==> src/rtl/rom_burst_arb_if.sv <==
// rom_burst_arb_if: requester, ROM and read-return signals of the ROM burst arbiter
interface rom_burst_arb_if #(
  parameter int NREQ = 4,
  parameter int AW = 8,
  parameter int DW = 8,
  parameter int LW = 8,
  parameter int IDW = 2
);
  logic [NREQ-1:0] req;
  logic [NREQ*AW-1:0] req_addr;
  logic [NREQ*LW-1:0] req_len;
  logic [NREQ-1:0] gnt;
  logic rom_ce;
  logic rom_ren;
  logic [AW-1:0] rom_addr;
  logic [DW-1:0] rom_data;
  logic rd_valid;
  logic [DW-1:0] rd_data;
  logic [IDW-1:0] rd_id;
  logic rd_last;
  modport slave (
    input req, req_addr, req_len, rom_data,
    output gnt, rom_ce, rom_ren, rom_addr, rd_valid, rd_data, rd_id, rd_last
  );
  modport master (
    output req, req_addr, req_len, rom_data,
    input gnt, rom_ce, rom_ren, rom_addr, rd_valid, rd_data, rd_id, rd_last
  );
endinterface

==> src/rtl/rom_burst_arb.sv <==
// rom_burst_arb: round-robin burst arbiter sharing one synchronous ROM among NREQ requesters
// Define ROM_ARB_FIXED_PRIO_EN for fixed lowest-index-wins priority instead of round-robin.
module rom_burst_arb #(
  parameter int NREQ = 4,
  parameter int AW = 8,
  parameter int DW = 8,
  parameter int LW = 8,
  parameter int RD_LAT = 1,
  parameter int IDW = 2
) (
  input logic clk,
  input logic reset,
  rom_burst_arb_if.slave bus
);
  typedef enum logic [1:0] {IDLE, READ, DRAIN} state_t;
  state_t state, state_nxt;
  logic [NREQ-1:0] gnt, gnt_nxt;
  logic rom_ce, ce_nxt;
  logic [AW-1:0] rom_addr, addr_nxt;
  logic [LW-1:0] cnt, cnt_nxt;
  logic [2:0] dcnt, dcnt_nxt;
  logic [IDW-1:0] cur_id, id_nxt, win;
  logic pv [RD_LAT];
  logic pl [RD_LAT];
  logic [IDW-1:0] pid [RD_LAT];
`ifndef ROM_ARB_FIXED_PRIO_EN
  logic [IDW-1:0] ptr, ptr_nxt;
  function automatic int rr_idx(input logic [IDW-1:0] p, input int k);
    return (int'(p) + k >= NREQ) ? int'(p) + k - NREQ : int'(p) + k;
  endfunction
`endif
  always_comb begin
    win = '0;
`ifdef ROM_ARB_FIXED_PRIO_EN
    for (int k = NREQ - 1; k >= 0; k--) if (bus.req[k]) win = IDW'(k);
`else
    for (int k = NREQ - 1; k >= 0; k--) if (bus.req[rr_idx(ptr, k)]) win = IDW'(rr_idx(ptr, k));
    ptr_nxt = ptr;
`endif
    state_nxt = state;
    gnt_nxt = gnt;
    ce_nxt = rom_ce;
    addr_nxt = rom_addr;
    cnt_nxt = cnt;
    dcnt_nxt = dcnt;
    id_nxt = cur_id;
    case (state)
      IDLE: if (|bus.req) begin
        state_nxt = READ;
        gnt_nxt = NREQ'(1) << win;
        ce_nxt = 1'b1;
        addr_nxt = bus.req_addr[int'(win)*AW +: AW];
        cnt_nxt = bus.req_len[int'(win)*LW +: LW];
        id_nxt = win;
`ifndef ROM_ARB_FIXED_PRIO_EN
        ptr_nxt = (int'(win) == NREQ - 1) ? '0 : win + 1'b1;
`endif
      end
      READ: if (cnt == '0) begin
        state_nxt = DRAIN;
        ce_nxt = 1'b0;
        dcnt_nxt = 3'(RD_LAT - 1);
      end else begin
        addr_nxt = rom_addr + 1'b1;
        cnt_nxt = cnt - 1'b1;
      end
      DRAIN: if (dcnt == '0) begin
        state_nxt = IDLE;
        gnt_nxt = '0;
      end else begin
        dcnt_nxt = dcnt - 1'b1;
      end
      default: state_nxt = IDLE;
    endcase
  end
  // return pipeline tracks each issued beat so rd_* line up with rom_data
  always_ff @(posedge clk or posedge reset) begin
    if (reset) begin
      state <= IDLE;
      gnt <= '0;
      rom_ce <= 1'b0;
      rom_addr <= '0;
      cnt <= '0;
      dcnt <= '0;
      cur_id <= '0;
`ifndef ROM_ARB_FIXED_PRIO_EN
      ptr <= '0;
`endif
      for (int i = 0; i < RD_LAT; i++) begin
        pv[i] <= 1'b0;
        pl[i] <= 1'b0;
        pid[i] <= '0;
      end
    end else begin
      state <= state_nxt;
      gnt <= gnt_nxt;
      rom_ce <= ce_nxt;
      rom_addr <= addr_nxt;
      cnt <= cnt_nxt;
      dcnt <= dcnt_nxt;
      cur_id <= id_nxt;
`ifndef ROM_ARB_FIXED_PRIO_EN
      ptr <= ptr_nxt;
`endif
      pv[0] <= rom_ce;
      pl[0] <= rom_ce && cnt == '0;
      pid[0] <= cur_id;
      for (int i = 1; i < RD_LAT; i++) begin
        pv[i] <= pv[i-1];
        pl[i] <= pl[i-1];
        pid[i] <= pid[i-1];
      end
    end
  end
  assign bus.gnt = gnt;
  assign bus.rom_ce = rom_ce;
  assign bus.rom_ren = rom_ce;
  assign bus.rom_addr = rom_addr;
  assign bus.rd_valid = pv[RD_LAT-1];
  assign bus.rd_last = pl[RD_LAT-1];
  assign bus.rd_id = pid[RD_LAT-1];
  assign bus.rd_data = bus.rom_data[DW-1:0];
endmodule

==> src/flat_wrapper.sv <==
// flat-port wrapper written by rule: the top's interface ports become plain ports
module rom_burst_arb_flat 
#(
  parameter int NREQ = 4,
  parameter int AW = 8,
  parameter int DW = 8,
  parameter int LW = 8,
  parameter int RD_LAT = 1,
  parameter int IDW = 2
)
  (clk, reset, bus_req, bus_req_addr, bus_req_len, bus_rom_data, bus_gnt, bus_rom_ce, bus_rom_ren, bus_rom_addr, bus_rd_valid, bus_rd_data, bus_rd_id, bus_rd_last);
  rom_burst_arb_if #(.NREQ(NREQ), .AW(AW), .DW(DW), .LW(LW), .IDW(IDW)) bus_i ();
  input logic clk;
  input logic reset;
  input wire logic [$bits(bus_i.req)-1:0] bus_req;
  input wire logic [$bits(bus_i.req_addr)-1:0] bus_req_addr;
  input wire logic [$bits(bus_i.req_len)-1:0] bus_req_len;
  input wire logic [$bits(bus_i.rom_data)-1:0] bus_rom_data;
  output wire logic [$bits(bus_i.gnt)-1:0] bus_gnt;
  output wire logic [$bits(bus_i.rom_ce)-1:0] bus_rom_ce;
  output wire logic [$bits(bus_i.rom_ren)-1:0] bus_rom_ren;
  output wire logic [$bits(bus_i.rom_addr)-1:0] bus_rom_addr;
  output wire logic [$bits(bus_i.rd_valid)-1:0] bus_rd_valid;
  output wire logic [$bits(bus_i.rd_data)-1:0] bus_rd_data;
  output wire logic [$bits(bus_i.rd_id)-1:0] bus_rd_id;
  output wire logic [$bits(bus_i.rd_last)-1:0] bus_rd_last;
  assign bus_i.req = bus_req;
  assign bus_i.req_addr = bus_req_addr;
  assign bus_i.req_len = bus_req_len;
  assign bus_i.rom_data = bus_rom_data;
  assign bus_gnt = bus_i.gnt;
  assign bus_rom_ce = bus_i.rom_ce;
  assign bus_rom_ren = bus_i.rom_ren;
  assign bus_rom_addr = bus_i.rom_addr;
  assign bus_rd_valid = bus_i.rd_valid;
  assign bus_rd_data = bus_i.rd_data;
  assign bus_rd_id = bus_i.rd_id;
  assign bus_rd_last = bus_i.rd_last;
  rom_burst_arb #(.NREQ(NREQ), .AW(AW), .DW(DW), .LW(LW), .RD_LAT(RD_LAT), .IDW(IDW)) u_core (.clk(clk), .reset(reset), .bus(bus_i));
endmodule
==> config.mk <==
export PLATFORM = sky130hd
export DESIGN_NAME = rom_burst_arb_flat
export DESIGN_NICKNAME = d
export VERILOG_FILES = /design/src/rtl/rom_burst_arb_if.sv /design/src/rtl/rom_burst_arb.sv /design/src/flat_wrapper.sv
export SDC_FILE = /design/constraint.sdc
export NUM_CORES = 1
export LEC_CHECK = 0
export BUFFER_PORTS_ARGS = -buffer_cell sky130_fd_sc_hd__buf_2
export CAP_MARGIN = 20
export CORE_MARGIN = 4
export CORE_UTILIZATION = 49
export DETAILED_ROUTE_END_ITERATION = 6
export PLACE_DENSITY = 0.82
export SLEW_MARGIN = 40
export SYNTH_ARGS = -nofsm -noshare
export SYNTH_HDL_FRONTEND = slang
export SYNTH_SLANG_ARGS = --single-unit
==> constraint.sdc <==
create_clock -name clk -period 2.15 [get_ports clk]
set_input_delay 0.215 -clock clk [delete_from_list [all_inputs] [get_ports clk]]
set_output_delay 0.215 -clock clk [all_outputs]
set_load 0.05 [all_outputs]
## Yosys cells after proc, flatten, opt, wreduce, memory -nomap -nowiden

Cells that the tools add are included.

| storage, ports and cells | value |
|---|---|
| register bits after elaboration | 34 |
| input bits | 78 |
| output and inout bits | 26 |
| logic and storage cells | 95 |

| operators by class | value |
|---|---|
| $add $sub $neg | 11 |
| $lt $le $gt $ge | 8 |
| eq/ne operators | 8 |
| shift operators | 3 |
| multiplexer cells | 40 |
| reductions and logical operators | 14 |

Operators with widths:

| operator | count |
|---|---|
| 32-bit by 4-bit < comparator with 1-bit output (second input constant) | 4 |
| 32-bit two-way mux | 4 |
| 32-bit by 4-bit subtractor with 32-bit output (second input constant) | 3 |
| 32-bit by 4-bit >= comparator with 1-bit output (second input constant) | 2 |
| 32-bit by 6-bit indexed part select with 8-bit output | 2 |
| 8-bit two-way mux | 4 |
| 8-bit case mux with 2 select lines | 2 |
| 2-bit two-way mux | 8 |
| 3-bit AND reduction | 5 |
| 1-bit two-way mux | 10 |
| 8-bit by 1-bit adder with 8-bit output (second input constant) | 1 |
| 1-bit binary-select mux with 2-bit select | 4 |
| 8-bit zero test | 1 |
| 4-bit two-way mux | 2 |
| 4-bit case mux with 2 select lines | 1 |
| 8-bit by 1-bit subtractor with 8-bit output (second input constant) | 1 |
| 2-bit by 2-bit adder with 3-bit output (second input constant) | 2 |
| 3-bit two-way mux | 2 |
| 2-bit by 1-bit != test with 1-bit output (second input constant) | 3 |
| 2-bit case mux with 3 select lines | 1 |
| 3-bit case mux with 2 select lines | 1 |
| 2-bit nonzero test | 3 |
| 2-bit by 1-bit equality test with 1-bit output (second input constant) | 2 |
| 2-bit != test (second input constant) | 2 |
| other kinds (14) | 14 |

## Logic depth before layout (Yosys ltp)

Gate-level depths: netlist (run 1).

| depth | value |
|---|---|
| depth in word-level cells | 13 |
| gate-level depth with buffers | 9 |

## Worst setup path before layout (run 1)

Ideal clock, no wire load.

| timing | value |
|---|---|
| path type | flip-flop to flip-flop |
| start point | register u_core.ptr[1] |
| end point | register u_core.gnt[0], in the netlist u_core.bus.gnt[0] |
| arrival time | 1.849 ns |
| required time | 2.029 ns |
| path slack | 0.180 ns |
| cell stages (with the launch flop) | 10 |
| path buffers | 2 |
| cells stage by stage | dfrtp_1 -> nor2b_2 -> o21a_1 -> nor3_2 -> buf_6 -> buf_6 -> inv_1 -> ha_1 -> a22o_1 -> a22o_1 |

| between the ends | value |
|---|---|
| longest elaborated chain between the ends | 13 |

Ends and longest elaborated chain:

| item | line | text |
|---|---|---|
| start: declaration | rom_burst_arb.sv:27 | `logic [IDW-1:0] ptr, ptr_nxt;` |
| start signal: assignment | rom_burst_arb.sv:103 | `ptr <= ptr_nxt;` |
| 2-bit by 2-bit adder with 3-bit output | rom_burst_arb.sv:29 | `return (int'(p) + k >= NREQ) ? int'(p) + k - NREQ : int'(p) + k;` |
| 32-bit by 4-bit subtractor with 32-bit output / 3-bit >= comparator (equally long branches) | rom_burst_arb.sv:29 |  |
| 32-bit two-way mux | rom_burst_arb.sv:29 |  |
| 1-bit binary-select mux with 2-bit select | rom_burst_arb.sv:37 | `for (int k = NREQ - 1; k >= 0; k--) if (bus.req[rr_idx(ptr, k)]) win = IDW'(rr_idx(ptr, k));` |
| 1-bit two-way mux (not written as such) (2 in series) | rom_burst_arb.sv:37 |  |
| 2-bit two-way mux (3 in series) | rom_burst_arb.sv:37 |  |
| 2-bit two-way mux * | rom_burst_arb.sv:37 |  |
| via u_core.win[0] | rom_burst_arb.sv:22 | `logic [IDW-1:0] cur_id, id_nxt, win;` |
| 1-bit by 2-bit << shifter with 4-bit output * | rom_burst_arb.sv:50 | `gnt_nxt = NREQ'(1) << win;` |
| 4-bit two-way mux * | rom_burst_arb.sv:48 | `IDLE: if (\|bus.req) begin` |
| 4-bit case mux with 2 select lines * | rom_burst_arb.sv:47 | `case (state)` |
| end signal: assignment | rom_burst_arb.sv:96 | `gnt <= gnt_nxt;` |
| end: declaration | rom_burst_arb.sv:17 | `logic [NREQ-1:0] gnt, gnt_nxt;` |

The timed path passes the listed nets; every way through them passes the cells marked *. The select of a mux whose other input is x is not followed.
A chain may end at the register's enable or synchronous reset.

## Worst setup path in the final report (run 1)

| timing | value |
|---|---|
| start point | register u_core.ptr[1] |
| end point | register u_core.cnt[6] |

| between the ends | value |
|---|---|
| longest elaborated chain between the ends | 13 |

Ends and longest elaborated chain:

| item | line | text |
|---|---|---|
| 2-bit by 2-bit adder with 3-bit output | rom_burst_arb.sv:29 |  |
| 32-bit by 4-bit subtractor with 32-bit output / 3-bit >= comparator (equally long branches) | rom_burst_arb.sv:29 |  |
| 32-bit two-way mux | rom_burst_arb.sv:29 |  |
| 1-bit binary-select mux with 2-bit select | rom_burst_arb.sv:37 |  |
| 1-bit two-way mux (not written as such) (2 in series) | rom_burst_arb.sv:37 |  |
| 2-bit two-way mux (3 in series) | rom_burst_arb.sv:37 |  |
| 2-bit two-way mux * | rom_burst_arb.sv:37 |  |
| 32-bit by 6-bit indexed part select with 8-bit output * | rom_burst_arb.sv:53 | `cnt_nxt = bus.req_len[int'(win)*LW +: LW];` |
| 8-bit two-way mux * | rom_burst_arb.sv:48 |  |
| 8-bit case mux with 2 select lines * | rom_burst_arb.sv:47 |  |
| end signal: assignment | rom_burst_arb.sv:99 | `cnt <= cnt_nxt;` |
| end: declaration | rom_burst_arb.sv:20 | `logic [LW-1:0] cnt, cnt_nxt;` |

Every way passes the cells marked *; elsewhere a longest branch is shown, timed or not. The select of a mux whose other input is x is not followed.

==> results of run 1 <==
-- cells in the final DEF (no fill, tap or decap), types with 4 or more instances in the layout --
cell type,synthesis,layout
nor3b_1,6,6
a21oi_1,12,12
or2_2,4,4
ha_1,12,12
nor3_1,4,4
nand2_1,29,29
buf_4,10,9
nand3_1,8,8
a221oi_1,5,4
mux2i_1,32,32
dfrtp_1,34,34
buf_2,3,87
inv_1,13,13
a22o_1,9,9
clkbuf_8,0,5
o21ai_0,13,13
nor2_1,16,16
mux2_2,16,16
o221ai_1,4,4
-- per-layer routing --
metal	vias to the layer above	share of wire	GRT usage
li1	1133	-	-
met2	96	0.45	0.315
met4	0	0.015	0.0591
met3	15	0.10	0.0519
met1	1039	0.43	0.259
met5	-	0	0
-- cells in the mapped netlist, types with 4 or more instances --
master    instances
a221oi_1          5
buf_4            10
a21oi_1          12
a22o_1            9
inv_1            13
clkbuf_1          4
nand3_1           8
nor2_1           16
nor3b_1           6
or2_2             4
nand2_1          29
nor3_1            4
o21ai_0          13
mux2i_1          32
ha_1             12
mux2_2           16
o221ai_1          4
dfrtp_1          34
-- registers in the layout (all words and copies together) (netlist names) --
name and cells:
u_core.bus.gnt 4, u_core.bus.rd_id 2, u_core.bus.rd_last 1, u_core.bus.rd_valid 1
u_core.bus.rom_addr 8, u_core.bus.rom_ce 1, u_core.cnt 8, u_core.cur_id 2
u_core.dcnt 3, u_core.ptr 2, u_core.state 2
-- power groups by stage --
stage                     Clock (µW)  Sequential (µW)  Combinational (µW)
after floorplan                    0             1560                1680
after global placement             0             1150                2620
after detailed placement           0             1170                2690
after CTS                        455             1160                2700
after global routing             484             1210                3020
final                            451             1170                2740
-- worst max-delay path, cell delays in order, from the launching register on --
cell	delay, ns
dfrtp_1	0.42
nor2b_2	0.17
o21a_1	0.21
nor3_4	0.26
clkbuf_16	0.24
mux2i_1	0.08
mux2_2	0.26
a221oi_1	0.29
-- through the flow --
step | total power [µW] | hold WS, ns | cells | util
CTS | 4320 | 0.0348 | 418 | 0.637
global placement | 3770 | 0.335 | 411 | 0.621
detailed placement | 3860 | 0.341 | 411 | 0.621
finish | 4360 | 0.0111 | 419 | 0.644
floorplan | 3240 | 0.354 | 266 | -
global route | 4710 | 0.0647 | 419 | 0.644
-- what timing repair did --
item	CTS	global route
gates resized for setup	0	1
setup endpoints to repair	0	1
buffers inserted	0	0
-- area by class of cell --
cell class / instances / area (µm²)
clock buffer: 5 / 68.8
clock inverter: 2 / 10.0
fill: 404 / 1730
inverter: 13 / 48.8
multi-input combinational: 199 / 1490
sequential: 34 / 851
tap: 67 / 83.8
timing repair buffer: 99 / 568
-- worst max path at each step --
stage,slack [ns],start,to
after floorplan,0.18,u_core.ptr[1],u_core.bus.gnt[0]
after global placement,0.19,u_core.ptr[1],u_core.bus.rom_addr[3]
after detailed placement,0.11,u_core.ptr[1],u_core.cnt[0]
after CTS,0.11,u_core.ptr[1],u_core.cnt[5]
after global routing,0.04,u_core.ptr[1],u_core.bus.rom_addr[3]
final,0.13,u_core.ptr[1],u_core.cnt[6]
-- logic make-up (layout without fill, tap and decap cells) --
group | count (synthesis) | after routing | synth area share
buffers and inverters | 33 | 119 | 0.0778
DFF | 34 | 34 | 0.337
muxes | 48 | 48 | 0.198
and+or+nand+nor | 81 | 81 | 0.166
adders and majority gates | 12 | 12 | 0.0595
AOI/OAI and AO/OA | 58 | 58 | 0.162
==> flow_summary.json, run 1 <==
{
  "critPathLaunchType": "flop",
  "yosysTopAreaCell": "dfrtp_1",
  "ir_worst_vdd_uv": 580,
  "synth_edf_count": 0,
  "setup_viol": 0,
  "worstPathRequired_ns": 2.34,
  "place_congestion": 0.828,
  "synth_ff_type": "dfrtp_1",
  "max-slew-margin-rel": 0.694,
  "outcome": "completed",
  "synth_top_area_share": 0.337,
  "synthArstFlopShare": 1.00,
  "routed_wl_mm": 6.15,
  "slew_viol_final": 0,
  "fin_skew_ns": 0.00460,
  "final_cell_area_um2": 3120,
  "hold_viol": 0,
  "pre_cts_ws_ns": 0.112,
  "post_dp_cell_area_um2": 3010,
  "hold_path.class": "in2async",
  "reg2reg_from": "u_core.ptr[1]",
  "pwr_density_cell_nw_per_um2": 1400,
  "io_pins": 104,
  "clock_power_share": 0.103,
  "synthTopCellsByArea": "dfrtp_1 34%, mux2i_1 13%, mux2_2 7.1%",
  "grt_use_total": 0.196,
  "max_freq_mhz": 495,
  "drive_gt1_frac": 0.378,
  "ys_seq_area_frac": 0.337,
  "via_per_inst": 5.45,
  "cts_tree": "yes",
  "p_comb_frac": 0.629,
  "grt_max_degree": 35,
  "ctsHoldBuffers": 0,
  "dieArea_um2": 6370,
  "fin_nets": 442,
  "power_frac_seq": 0.268,
  "worst_r2r_path_depth": 7,
  "antenna_found_initial": 0,
  "clockRootBuffer": "clkbuf_8",
  "synth_nets": 356,
  "path_clk_slew_ns": 0.07,
  "cts.sinks": 34,
  "wl_per_cell_um": 14.7,
  "arrival_ns": 2.21,
  "hpwlAfterDp_mm": 4.69,
  "rsz0062_at_grt": "no",
  "clock_path_buffers": 2,
  "netlist_instances": 266,
  "grt.overflow.total": 0,
  "syn-cell-area_um2": 2520,
  "cts_max_level": 2,
  "antennaDiodeCount": 0,
  "power.leakage_uw": 0.00156,
  "crit_type": "reg2reg",
  "power.switching_uw": 2100,
  "netSwitchingFraction": 0.482,
  "rows": 25,
  "final.min_clock_period_ns": 2.02,
  "internal-power_uw": 2260,
  "io_buffers": 87,
  "setup_slack_ns": 0.129,
  "ant_nets": 0,
  "regToRegSetupSlack_ns": 0.13,
  "drc": 0,
  "ys_types": 44,
  "clock_latency_ns": 0.29,
  "area_growth_pct": 23.6,
  "worstPathMaxFanout": 11,
  "syn_avg_cell_area_um2": 9.49,
  "grt_pass1_wl_mm": 9.87,
  "finalSetupTns_ns": 0,
  "max-cap-violations": 0,
  "worst_setup_path_end_kind": "flop",
  "r2r_end": "u_core.cnt[6]",
  "tightest_slew_ns": 0.454,
  "core_area_um2": 4850,
  "finalCritPeriodShare": 0.940,
  "cts_buffers": 5,
  "yosysWarnings": 0,
  "first_pass_iters": 4,
  "first_global_vias": 2108,
  "drtIter0Drc": 188,
  "die_x_um": 79.8,
  "num_vias": 2283,
  "ys_ff_latch": 34,
  "start_util": 0.521,
  "fp.dieH_um": 79.8
}
Note: power is estimated with default switching activity, not from simulation.
==> run 2, diff against run 1 <==
--- a/config.mk
+++ b/config.mk
@@ -8,9 +8,9 @@
 export BUFFER_PORTS_ARGS = -buffer_cell sky130_fd_sc_hd__buf_2
 export CAP_MARGIN = 20
 export CORE_MARGIN = 4
-export CORE_UTILIZATION = 49
+export CORE_UTILIZATION = 35
 export DETAILED_ROUTE_END_ITERATION = 6
-export PLACE_DENSITY = 0.82
+export PLACE_DENSITY = 0.62
 export SLEW_MARGIN = 40
 export SYNTH_ARGS = -nofsm -noshare
 export SYNTH_HDL_FRONTEND = slang
==> flow_summary.json, run 2 (synthesized netlist as in run 1, its figures left out) <==
{
  "outcome": "completed",
  "final.min_clock_period_ns": 2.00,
  "fp.dieH_um": 92.9,
  "io_pins": 104,
  "start_util": 0.366,
  "hold_viol": 0,
  "crit_type": "reg2reg",
  "clock_path_buffers": 2,
  "pwr_density_cell_nw_per_um2": 1380,
  "drtIter0Drc": 70,
  "grt_max_degree": 35,
  "layout_commonest_cell": "buf_2",
  "nFillCells": 694,
  "ff_latch_area_um2": 851,
  "cts_buffers": 5,
  "ir_worst_vdd_uv": 384,
  "hpwlAfterDp_mm": 4.75,
  "die_x_um": 92.9,
  "drc": 0,
  "core_area_um2": 6910,
  "rsz0062_at_grt": "no",
  "fin_nets": 446,
  "worstPathRequired_ns": 2.32,
  "via_per_inst": 4.90,
  "multi_input_area_um2": 1490,
  "hold_path.class": "in2async",
  "first_global_vias": 2143,
  "power.leakage_uw": 0.00159,
  "setup_viol": 0,
  "endpoint": "u_core.cnt[0]",
  "cp-startpoint": "u_core.ptr[1]",
  "tightest_slew_ns": 0.460,
  "grt_use_total": 0.145,
  "arrival_ns": 2.17,
  "routed_wl_mm": 6.23,
  "dieArea_um2": 8640,
  "reg2reg_from": "u_core.ptr[1]",
  "num_vias": 2218,
  "place_congestion": 0.833,
  "critPathLaunchType": "flop",
  "max-cap-violations": 0,
  "max_freq_mhz": 500,
  "area_growth_pct": 27.0,
  "grt_pass1_wl_mm": 10.2,
  "layout_common_cells": "87 x buf_2, 34 x dfrtp_1, 32 x mux2i_1, 29 x nand2_1, 16 x mux2_2",
  "io_buffers": 87,
  "clock_latency_ns": 0.28,
  "place_inst": 441,
  "drive_gt1_frac": 0.387,
  "rows": 30,
  "top_regs": "u_core.bus.rom_addr x8, u_core.cnt x8, u_core.bus.gnt x4",
  "clockRootBuffer": "clkbuf_8",
  "grt.overflow.total": 0,
  "wl_per_cell_um": 13.8,
  "fin_skew_ns": 0.00337,
  "worst_setup_path_end_kind": "flop",
  "finalSetupTns_ns": 0,
  "antennaDiodeCount": 0,
  "cts_max_level": 2,
  "first_pass_iters": 4,
  "slew_viol_final": 0,
  "antenna_found_initial": 0,
  "max-slew-margin-rel": 0.690,
  "worstPathMaxFanout": 6,
  "fin_cells": 453,
  "finalCritPeriodShare": 0.930,
  "regToRegSetupSlack_ns": 0.15,
  "cts_tree": "yes",
  "worst_r2r_path_depth": 8,
  "cts.sinks": 34,
  "path_clk_slew_ns": 0.07,
  "ant_nets": 0,
  "r2r_end": "u_core.cnt[0]"
}
run 2: cell count changes in the layout (fill, tap and decap cells not counted), sizes merged:
cell / delta
buf: +3
clkbuf: +3
clkinv: -1
run 2: layer usage:
| metal | GRT usage | vias to the layer above | part of all wire |
|---|---|---|---|
| met5 | 0 | - | 0 |
| met4 | 0.0379 | 0 | 0.0064 |
| met3 | 0.0398 | 8 | 0.083 |
| met2 | 0.217 | 67 | 0.44 |
| met1 | 0.204 | 1005 | 0.47 |
| li1 | - | 1138 | - |
run 2: final cells by class:
type / count / area share
multi-input cells: 199 / 0.465
flip-flops and latches: 34 / 0.265
repair buffers: 103 / 0.188
well taps: 96 / 0.0375
clock buffers: 7 / 0.0269
inverters: 13 / 0.0152
clock inverters: 1 / 0.00156
run 2: timing repair:
action,in CTS,in global routing
setup buffers,0,2
hold buffers,0,0
endpoints found under the setup margin,0,8
gates resized for setup,0,2
run 2: where the power goes:
part | internal [µW] | switching (µW)
Combinational | 1170 | 1620
Sequential | 907 | 254
Clock | 258 | 225
Total | 2330 | 2100
run 2: through the flow:
stage	setup slack (ns)	hold WS (ns)	utilization	instance area [µm²]	power, µW
final	0.150	0.00397	0.464	3210	4430
after global routing	0.0154	0.0600	0.464	3210	4820
after CTS	0.0364	0.0242	0.454	3130	4350
after detailed placement	0.0516	0.333	0.440	3040	3850
after global placement	0.130	0.331	0.440	3040	3810
after floorplan	0.180	0.354	-	2520	3240
run 2: how the worst min path moves through the flow:
stage / from / to / slack, ns / cells past startpoint
3_3_place_gp: reset / u_core.bus.gnt[1] / 0.33 / 3
6_report: reset / u_core.bus.gnt[1] / 0.004 / 3
4_1_cts: reset / u_core.bus.gnt[1] / 0.02 / 3
2_1_floorplan: u_core.cur_id[0] / u_core.bus.rd_id[0] / 0.35 / 0
5_1_grt: reset / u_core.bus.gnt[3] / 0.06 / 3
3_5_place_dp: reset / u_core.bus.gnt[1] / 0.33 / 3
run 2: worst max-delay path, stage by stage (launching register included):
cell       delay, ns
dfrtp_1         0.43
nor2b_2         0.18
o21a_1          0.20
nor3_4          0.14
buf_4           0.19
clkbuf_16       0.15
mux2i_1         0.18
mux2i_1         0.09
a221o_1         0.32
==> run 3, diff against run 2 <==
--- a/config.mk
+++ b/config.mk
@@ -5,7 +5,7 @@
 export SDC_FILE = /design/constraint.sdc
 export NUM_CORES = 1
 export LEC_CHECK = 0
-export BUFFER_PORTS_ARGS = -buffer_cell sky130_fd_sc_hd__buf_2
+export BUFFER_PORTS_ARGS = -buffer_cell sky130_fd_sc_hd__buf_4
 export CAP_MARGIN = 20
 export CORE_MARGIN = 4
 export CORE_UTILIZATION = 35
==> flow_summary.json, run 3 (synthesized netlist as in run 1, its figures left out) <==
{
  "ctsHoldBuffers": 0,
  "drc": 0,
  "first_global_vias": 2246,
  "path_delay_family": "compound AO/OA/AOI/OAI gates",
  "rsz0062_at_grt": "no",
  "fin_nets": 442,
  "multi_input_area_um2": 1500,
  "crit_type": "reg2reg",
  "worst_setup_path_end_kind": "flop",
  "ant_nets": 0,
  "slew_viol_final": 0,
  "clockRootBuffer": "clkbuf_8",
  "outcome": "completed",
  "tightest_slew_ns": 0.472,
  "crit_slowest_cell": "dfrtp_1",
  "start_util": 0.366,
  "layout_common_cells": "97 x buf_4, 34 x dfrtp_1, 31 x mux2i_1, 29 x nand2_1, 16 x mux2_2",
  "dieArea_um2": 8640,
  "cts.sinks": 34,
  "worstPathMaxFanout": 20,
  "worst-path-buf-inv": 1,
  "critPathLaunchType": "flop",
  "grt_pass1_wl_mm": 10.5,
  "final_cell_area_um2": 3380,
  "max_freq_mhz": 495,
  "area_growth_pct": 33.7,
  "cts_tree": "yes",
  "pwr_density_cell_nw_per_um2": 1320,
  "cpPeakStageDelay_ns": 0.42,
  "power.leakage_uw": 0.00163,
  "num_vias": 2272,
  "wl_per_cell_um": 14.3,
  "clock_latency_ns": 0.28,
  "cts_buffers": 5,
  "io_buffers": 87,
  "drive_gt1_frac": 0.385,
  "grt_use_total": 0.149,
  "core_area_um2": 6910,
  "layout_commonest_cell": "buf_4",
  "arrival_ns": 2.19,
  "hold_path.class": "in2async",
  "post_dp_cell_area_um2": 3270,
  "cts_max_level": 2,
  "nFillCells": 683,
  "finalSetupTns_ns": 0,
  "hpwlAfterDp_mm": 4.91,
  "fin_skew_ns": 0.00658,
  "rows": 30,
  "worstPathRequired_ns": 2.32,
  "finalCritPeriodShare": 0.940,
  "grt.overflow.total": 0,
  "grt_max_degree": 35,
  "final_util": 0.489,
  "clock_path_buffers": 2,
  "final.min_clock_period_ns": 2.02,
  "max-cap-violations": 0,
  "fp.dieH_um": 92.9,
  "antenna_found_initial": 0,
  "die_x_um": 92.9,
  "io_pins": 104,
  "routed_wl_mm": 6.40,
  "drtIter0Drc": 135,
  "ff_latch_area_um2": 851,
  "setup_viol": 0,
  "max-slew-margin-rel": 0.682,
  "crit_chain": "nor2b_2, o21a_1, nor3_4, buf_12, mux2i_2, mux2i_1, a221o_1",
  "antennaDiodeCount": 0,
  "place_congestion": 0.789,
  "path_clk_slew_ns": 0.07,
  "hold_viol": 0,
  "ir_worst_vdd_uv": 465,
  "via_per_inst": 5.06,
  "first_pass_iters": 4,
  "top_regs": "u_core.bus.rom_addr x8, u_core.cnt x8, u_core.bus.gnt x4"
}
-- run 3: cell count changes in the layout (fill, tap and decap cells not counted), sizes merged --
cell and change:
buf -2, clkbuf -2
-- run 3: final timing paths --
check / slack (ns) / start / end / depth (start not counted)
setup / recovery: 0.13 / u_core.ptr[1] / u_core.cnt[0] / 7
hold / removal: 0.03 / reset / u_core.bus.gnt[3] / 3
setup reg to reg: 0.13 / u_core.ptr[1] / u_core.cnt[0] / 7
hold reg to reg: 0.38 / u_core.cur_id[0] / u_core.bus.rd_id[0] / 0
max in group asynchronous: 1.81 / reset / u_core.cnt[7] / 3
min in group clk: 0.27 / bus_req_addr[30] / u_core.bus.rom_addr[6] / 3
-- run 3: final cells by class --
class	count	share of cell area
Sequential cell	34	0.252
Inverter	13	0.0145
Clock inverter	1	0.00148
Tap cell	96	0.0356
Multi-Input combinational cell	199	0.443
Timing Repair Buffer	99	0.228
Clock buffer	7	0.0256
-- run 3: tightest hold or removal path: stages --
cell   delay (ns)
buf_4        0.11
inv_1        0.04
buf_4        0.38
-- run 3: where the power goes --
| group | internal (µW) | switching [µW] |
|---|---|---|
| Clock | 258 | 228 |
| Sequential | 908 | 260 |
| Combinational | 1210 | 1600 |
| Total | 2380 | 2080 |
-- run 3: routing by layer --
layer	global-route usage	wire length, µm	vias up
met5	0	0	-
met2	0.236	2830	78
li1	-	-	1134
met3	0.0341	510	10
met4	0.0452	76	0
met1	0.202	2980	1050
-- run 3: through the flow --
stage	power [µW]	hold WS, ns	setup slack, ns	cells
finish	4460	0.0268	0.129	449
global route	4830	0.0784	0.00448	449
CTS	4490	0.0374	0.0575	449
detailed placement	3980	0.347	0.0703	441
global placement	3950	0.343	0.145	441
floorplan	3240	0.354	0.180	266
-- run 3: what timing repair did --
| item | in CTS | in global routing |
|---|---|---|
| setup endpoints to repair | 0 | 5 |
| buffers inserted | 0 | 0 |
| resized for setup | 0 | 4 |
